==> config.mk <==
export PLATFORM = sky130hd
export DESIGN_NAME = ahb_timer
export DESIGN_NICKNAME = d
export VERILOG_FILES = /design/src/rtl/ahb_timer.sv
export SDC_FILE = /design/constraint.sdc
export NUM_CORES = 1
export LEC_CHECK = 0
export BUFFER_PORTS_ARGS = -buffer_cell sky130_fd_sc_hd__buf_2
export CORE_UTILIZATION = 55
export CTS_CLUSTER_DIAMETER = 30
export CTS_CLUSTER_SIZE = 8
export DETAILED_ROUTE_END_ITERATION = 16
export PLACE_DENSITY = 0.77
export SLEW_MARGIN = 20
export SYNTH_ARGS = -nofsm -noshare
export SYNTH_HDL_FRONTEND = slang
export SYNTH_SLANG_ARGS = --single-unit
==> constraint.sdc <==
create_clock -name clk -period 10.3 [get_ports clk]
set_input_delay 2.06 -clock clk [delete_from_list [all_inputs] [get_ports clk]]
set_output_delay 2.06 -clock clk [all_outputs]
set_load 0.02 [all_outputs]
==> src/rtl/ahb_timer.sv <==
// AHB-Lite timer peripheral: prescaled 32-bit up-counter with compare match,
// optional auto-reload, sticky pending flag and level interrupt.
module ahb_timer #(
    parameter int HADDR_SIZE = 32,
    parameter int HDATA_SIZE = 32
) (
    input  logic                  clk,
    input  logic                  rst,
    input  logic                  hsel_i,
    input  logic                  hwrite_i,
    input  logic                  hready_i,
    input  logic [2:0]            hsize_i,
    input  logic [2:0]            hburst_i,
    input  logic [1:0]            htrans_i,
    input  logic [HADDR_SIZE-1:0] haddr_i,
    input  logic [HDATA_SIZE-1:0] hwdata_i,
    output logic                  hreadyout_o,
    output logic                  hresp_o,
    output logic [HDATA_SIZE-1:0] hrdata_o,
    output logic                  timer_irq_o
);

    localparam int unsigned DW = HDATA_SIZE;

    localparam logic [2:0] OFF_CTRL   = 3'd0;
    localparam logic [2:0] OFF_COUNT  = 3'd1;
    localparam logic [2:0] OFF_CMP    = 3'd2;
    localparam logic [2:0] OFF_STATUS = 3'd3;
    localparam logic [2:0] OFF_PRESC  = 3'd4;

    typedef enum logic [1:0] {
        RESP_OKAY = 2'd0,
        RESP_ERR1 = 2'd1,
        RESP_ERR2 = 2'd2
    } resp_e;

    resp_e         r_resp;
    logic          r_hreadyout;
    logic          r_hresp;

    logic          r_valid;
    logic          r_write;
    logic          r_err;
    logic [2:0]    r_off;

    logic          r_en;
    logic          r_irq_en;
    logic          r_auto;
    logic          r_pend;
    logic [DW-1:0] r_count;
    logic [DW-1:0] r_cmp;
    logic [DW-1:0] r_presc;
    logic [DW-1:0] r_pcnt;

    logic          w_capture;
    logic          w_addr_err;
    logic          w_wr;
    logic          w_wr_ctrl;
    logic          w_wr_count;
    logic          w_wr_cmp;
    logic          w_wr_status;
    logic          w_wr_presc;
    logic          w_tick;
    logic          w_match;
    logic [DW-1:0] w_rdata;
    logic          w_unused;

    assign w_capture  = hsel_i & hready_i & htrans_i[1];
    assign w_addr_err = (hsize_i != 3'b010) || (haddr_i[4:2] > OFF_PRESC);

    assign w_wr        = r_valid & r_write & ~r_err;
    assign w_wr_ctrl   = w_wr && (r_off == OFF_CTRL);
    assign w_wr_count  = w_wr && (r_off == OFF_COUNT);
    assign w_wr_cmp    = w_wr && (r_off == OFF_CMP);
    assign w_wr_status = w_wr && (r_off == OFF_STATUS);
    assign w_wr_presc  = w_wr && (r_off == OFF_PRESC);

    assign w_tick  = r_en && (r_pcnt == r_presc);
    assign w_match = w_tick && (r_count == r_cmp);

    assign w_unused = &{1'b0, hburst_i, htrans_i[0], haddr_i[HADDR_SIZE-1:5], haddr_i[1:0]};

    // Address-phase capture and error response sequencing
    always_ff @(posedge clk or posedge rst) begin
        if (rst) begin
            r_valid     <= 1'b0;
            r_write     <= 1'b0;
            r_err       <= 1'b0;
            r_off       <= 3'd0;
            r_resp      <= RESP_OKAY;
            r_hreadyout <= 1'b1;
            r_hresp     <= 1'b0;
        end else begin
            r_valid <= w_capture;
            r_write <= w_capture & hwrite_i;
            r_err   <= w_capture & w_addr_err;
            r_off   <= w_capture ? haddr_i[4:2] : 3'd0;
            case (r_resp)
                RESP_ERR1: begin
                    r_resp      <= RESP_ERR2;
                    r_hreadyout <= 1'b1;
                    r_hresp     <= 1'b1;
                end
                default: begin
                    if (w_capture && w_addr_err) begin
                        r_resp      <= RESP_ERR1;
                        r_hreadyout <= 1'b0;
                        r_hresp     <= 1'b1;
                    end else begin
                        r_resp      <= RESP_OKAY;
                        r_hreadyout <= 1'b1;
                        r_hresp     <= 1'b0;
                    end
                end
            endcase
        end
    end

    // Control and compare registers
    always_ff @(posedge clk or posedge rst) begin
        if (rst) begin
            r_en     <= 1'b0;
            r_irq_en <= 1'b0;
            r_auto   <= 1'b0;
            r_cmp    <= '1;
            r_presc  <= '0;
        end else begin
            if (w_wr_ctrl) begin
                r_en     <= hwdata_i[0];
                r_irq_en <= hwdata_i[1];
                r_auto   <= hwdata_i[2];
            end
            if (w_wr_cmp) begin
                r_cmp <= hwdata_i;
            end
            if (w_wr_presc) begin
                r_presc <= hwdata_i;
            end
        end
    end

    // Prescaler, counter and pending flag; bus write beats the tick, the
    // hardware set beats the W1C clear
    always_ff @(posedge clk or posedge rst) begin
        if (rst) begin
            r_pcnt  <= '0;
            r_count <= '0;
            r_pend  <= 1'b0;
        end else begin
            if (!r_en || w_wr_presc || w_tick) begin
                r_pcnt <= '0;
            end else begin
                r_pcnt <= r_pcnt + DW'(1);
            end

            if (w_wr_count) begin
                r_count <= hwdata_i;
            end else if (w_tick) begin
                r_count <= (w_match && r_auto) ? '0 : r_count + DW'(1);
            end

            if (w_match) begin
                r_pend <= 1'b1;
            end else if (w_wr_status && hwdata_i[0]) begin
                r_pend <= 1'b0;
            end
        end
    end

    always_comb begin
        w_rdata = '0;
        if (r_valid && !r_write && !r_err) begin
            case (r_off)
                OFF_CTRL:   w_rdata = {{(DW-3){1'b0}}, r_auto, r_irq_en, r_en};
                OFF_COUNT:  w_rdata = r_count;
                OFF_CMP:    w_rdata = r_cmp;
                OFF_STATUS: w_rdata = {{(DW-1){1'b0}}, r_pend};
                OFF_PRESC:  w_rdata = r_presc;
                default:    w_rdata = '0;
            endcase
        end
    end

    assign hreadyout_o = r_hreadyout;
    assign hresp_o     = r_hresp;
    assign hrdata_o    = w_rdata;
    assign timer_irq_o = r_pend & r_irq_en;

endmodule

==> results.py <==
metrics = {
    "outcome": {
        "outcome": "finished, final reports clean",
    },
    "synthesis": {
        "synth_top_family_by_area": "simple AND/OR/NAND/NOR gates",
        "synthArstFlopShare_pct": 100,
        "synth_fa_ha_area_share_pct": 0.310,
        "postSynthCellCount": 842,
        "synth-edff-count": 0,
        "synthSimpleGateAreaFrac_pct": 18.6,
        "ys_seq_elements": 142,
        "synth_area_um2": 8070,
        "synth-compound-area-share_pct": 12.7,
        "synth_largest_area_cell": "dfrtp_1",
        "seq_area_frac_synth_pct": 44.5,
        "syn_nets": 921,
        "syn_avg_cell_area_um2": 9.58,
        "synth_cell_types": 55,
        "synthFlopType": "dfrtp_1",
        "yosys-mux-area-fraction_pct": 9.86,
        "synth_top_cell_area_share_pct": 33.8,
        "synth_top_cells_by_area": "dfrtp_1 34%, dfstp_2 11%, mux2_2 9.3%",
        "yosysWarnings": 0,
        "synthXorXnorAreaFrac_pct": 10.2,
    },
    "sta": {
        "worstMarginPinSlew_ns": 1.09,
        "fin_crit_ns": 4.58,
        "finalSetupTns_ns": 0,
        "finalSetupViolCount": 0,
        "relSlewSlack_pct": 27.0,
        "finClkSkew_ns": 0.00839,
        "rsz0062_at_grt": "false",
        "fmax_mhz": 218,
        "finalHoldViolations": 0,
        "min_period_over_period_pct": 44.5,
        "final_max_slew_viol_count": 0,
    },
    "critical_path": {
        "regToRegSetupSlack_ns": 6.80,
        "cp-end-kind": "primary output",
        "required_ns": 8.24,
        "ff2ff_path_depth": 8,
        "crit_end": "hrdata_o[19]",
        "crit_type": "reg -> out",
        "r2r-end": "r_count[11]$_DFFE_PP0P_",
        "crit_start": "r_off[1]$_DFF_PP0_",
        "start_kind": "flop",
        "crit_fanout": 40,
        "r2r_start": "r_count[29]$_DFFE_PP0P_",
        "arrival_ns": 2.52,
    },
    "drt": {
        "dr.pass1.iters": 7,
        "vias_per_cell": 6.14,
        "routed_wl_mm": 21.3,
        "vias": 6651,
        "drtAntennaViolNets": 0,
        "drc": 0,
        "wl_per_cell_um": 19.7,
        "drt_iter0_drc": 676,
    },
    "global_routing": {
        "grt_overflow_total": 0,
        "grt_first_pass_wirelength_mm": 33.2,
        "track_usage_pct": 29.5,
        "grt_max_degree": 83,
        "antenna_found_initial": 0,
        "grt_pass1_vias": 6208,
    },
    "clock_tree": {
        "hold_buffers": 0,
        "cts_tree": "built",
        "cts_max_level": 4,
        "path_clk_slew_ns": 0.06,
        "clock_latency_ns": 0.43,
        "ctsResizeCount": 0,
        "cts_made_buffers": 17,
        "clk_root_buffer_cell": "clkbuf_16",
        "clock_path_buffers": 2,
        "cts_setup_buffers": 0,
        "clock-sinks": 142,
    },
    "floorplanning": {
        "die_w_um": 123,
        "start_util_pct": 57.3,
        "core-area_um2": 14100,
        "row_count": 43,
        "pin_count": 112,
        "dieHeight_um": 123,
        "die_area_um2": 15200,
    },
    "placement": {
        "place_hpwl_mm": 14.3,
        "gp_congestion": 0.917,
        "io_buffers": 78,
        "place_area_um2": 8540,
    },
    "final_layout": {
        "finalNetCount": 970,
        "post-route-cell-area_um2": 9190,
        "num_antenna_cells": 0,
        "layout-drive-gt1-share_pct": 26.1,
        "area_delta_synth_final_pct": 13.9,
    },
    "power": {
        "vdd_drop_max_mv": 0.127,
        "power_leakage_uw": 0.00381,
        "p_per_area_nw_per_um2": 151,
    },
    "worst_hold_path": {
        "hold_class": "reg -> reg",
    },
    "job": {
        "cap_violations": 0,
    },
}
[cell usage in the layout, fill, tap and decap left out, types with 3 or more instances in the layout]
cell	synthesis	final
mux2_2	67	67
clkinv_2	0	6
a22oi_1	34	34
nor2b_1	11	8
clkbuf_16	0	17
inv_1	16	15
o21a_1	7	7
nand2_1	30	30
xnor2_1	67	67
and3_1	12	12
nor2_1	150	150
a31oi_1	11	11
clkbuf_8	0	3
a221oi_1	5	5
o211ai_1	4	4
mux2i_1	3	3
dfstp_2	33	33
nor4_2	3	3
o22a_1	7	7
or3_1	3	3
buf_2	7	78
nand3b_1	4	4
o21ai_0	15	15
a21o_1	8	8
bufinv_16	0	5
o31ai_1	6	6
dfrtp_1	109	109
nor3_1	4	4
nand3_1	38	38
buf_4	0	10
a2bb2oi_1	3	3
nand4_1	26	26
and2_1	7	7
xor2_1	27	27
a21oi_1	45	45
[kinds of logic after synthesis]
kind of cell    Yosys count
xor+xnor                 94
simple gates            305
fa+ha+maj                 2
compound gates          154
mux                      71
flops                   142
buf+inv                  74
[registers in the layout (all words and copies together), names as in the netlist, 2 cells and up]
signal and count:
r_count 32, r_off 3, r_cmp 32, r_pcnt 32
r_presc 32, r_resp 2
[power breakdown]
part | switching [µW] | leakage (µW) | internal, µW | total [µW]
Clock | 234 | 0.000329 | 446 | 680
Combinational | 59.0 | 0.00179 | 40.8 | 99.7
Sequential | 26.5 | 0.00169 | 579 | 605
Total | 319 | 0.00381 | 1070 | 1380
[cell type report]
class                   instances  area [µm²]
fillers                      1123        4900
multi-input cells             626        4190
flip-flops and latches        142        3590
clock buffers                  20         467
repair buffers                 88         465
well taps                     180         225
clock inverters                12         189
inverters                      16        65.1
[how the worst min path moves through the flow]
stage	startpoint	to	slack, ns	cells past startpoint
floorplan	r_resp[0]$_DFF_PP0_	r_resp[1]$_DFF_PP0_	0.45	2
global placement	r_resp[0]$_DFF_PP0_	r_resp[1]$_DFF_PP0_	0.48	2
detailed placement	r_resp[0]$_DFF_PP0_	r_resp[1]$_DFF_PP0_	0.48	2
CTS	r_resp[0]$_DFF_PP0_	r_resp[1]$_DFF_PP0_	0.50	2
global route	r_resp[0]$_DFF_PP0_	r_resp[1]$_DFF_PP0_	0.55	2
finish	r_resp[0]$_DFF_PP0_	r_resp[1]$_DFF_PP0_	0.49	2
[routing by layer]
metal  track usage [%]  routed length (µm)  vias to the layer above
li1                  -                   -                     3072
met4              11.8                 660                        0
met3              7.10                1590                       53
met5                 0                   0                        -
met2              45.6                9930                      283
met1              40.0                9150                     3243
[synthesized netlist by cell type (all sizes together) (4+ instances only)]
cell type  count
nor2         150
dfrtp        109
mux2          68
xnor2         67
a21oi         45
clkbuf        43
nand3         39
a22oi         34
dfstp         33
nand2         30
nand4         28
xor2          27
inv           16
buf           15
o21ai         15
and3          12
a31oi         11
nor2b         11
a21o           8
and2           7
o21a           7
o22a           7
a221oi         6
nor3           6
nor4           6
o31ai          6
nand3b         4
o211ai         4
[per-stage QoR]
stage	worst slack (ns)	power (µW)	instances	hold slack (ns)	utilization [%]
finish	5.72	1380	1084	0.492	65.2
global route	5.55	1430	1084	0.548	65.2
CTS	5.74	1390	1084	0.498	65.2
detailed placement	6.19	712	1052	0.482	60.6
global placement	6.22	711	1052	0.476	60.6
floorplan	4.49	674	842	0.455	-
[worst max-delay path: stages (launching register included)]
cell and delay (ns):
dfrtp_1 0.32, buf_4 0.42, o21ai_0 0.17, nand2_1 0.57, buf_4 0.37, nor2_1 0.08
buf_2 0.16
Power figures use the tool's default switching activity.
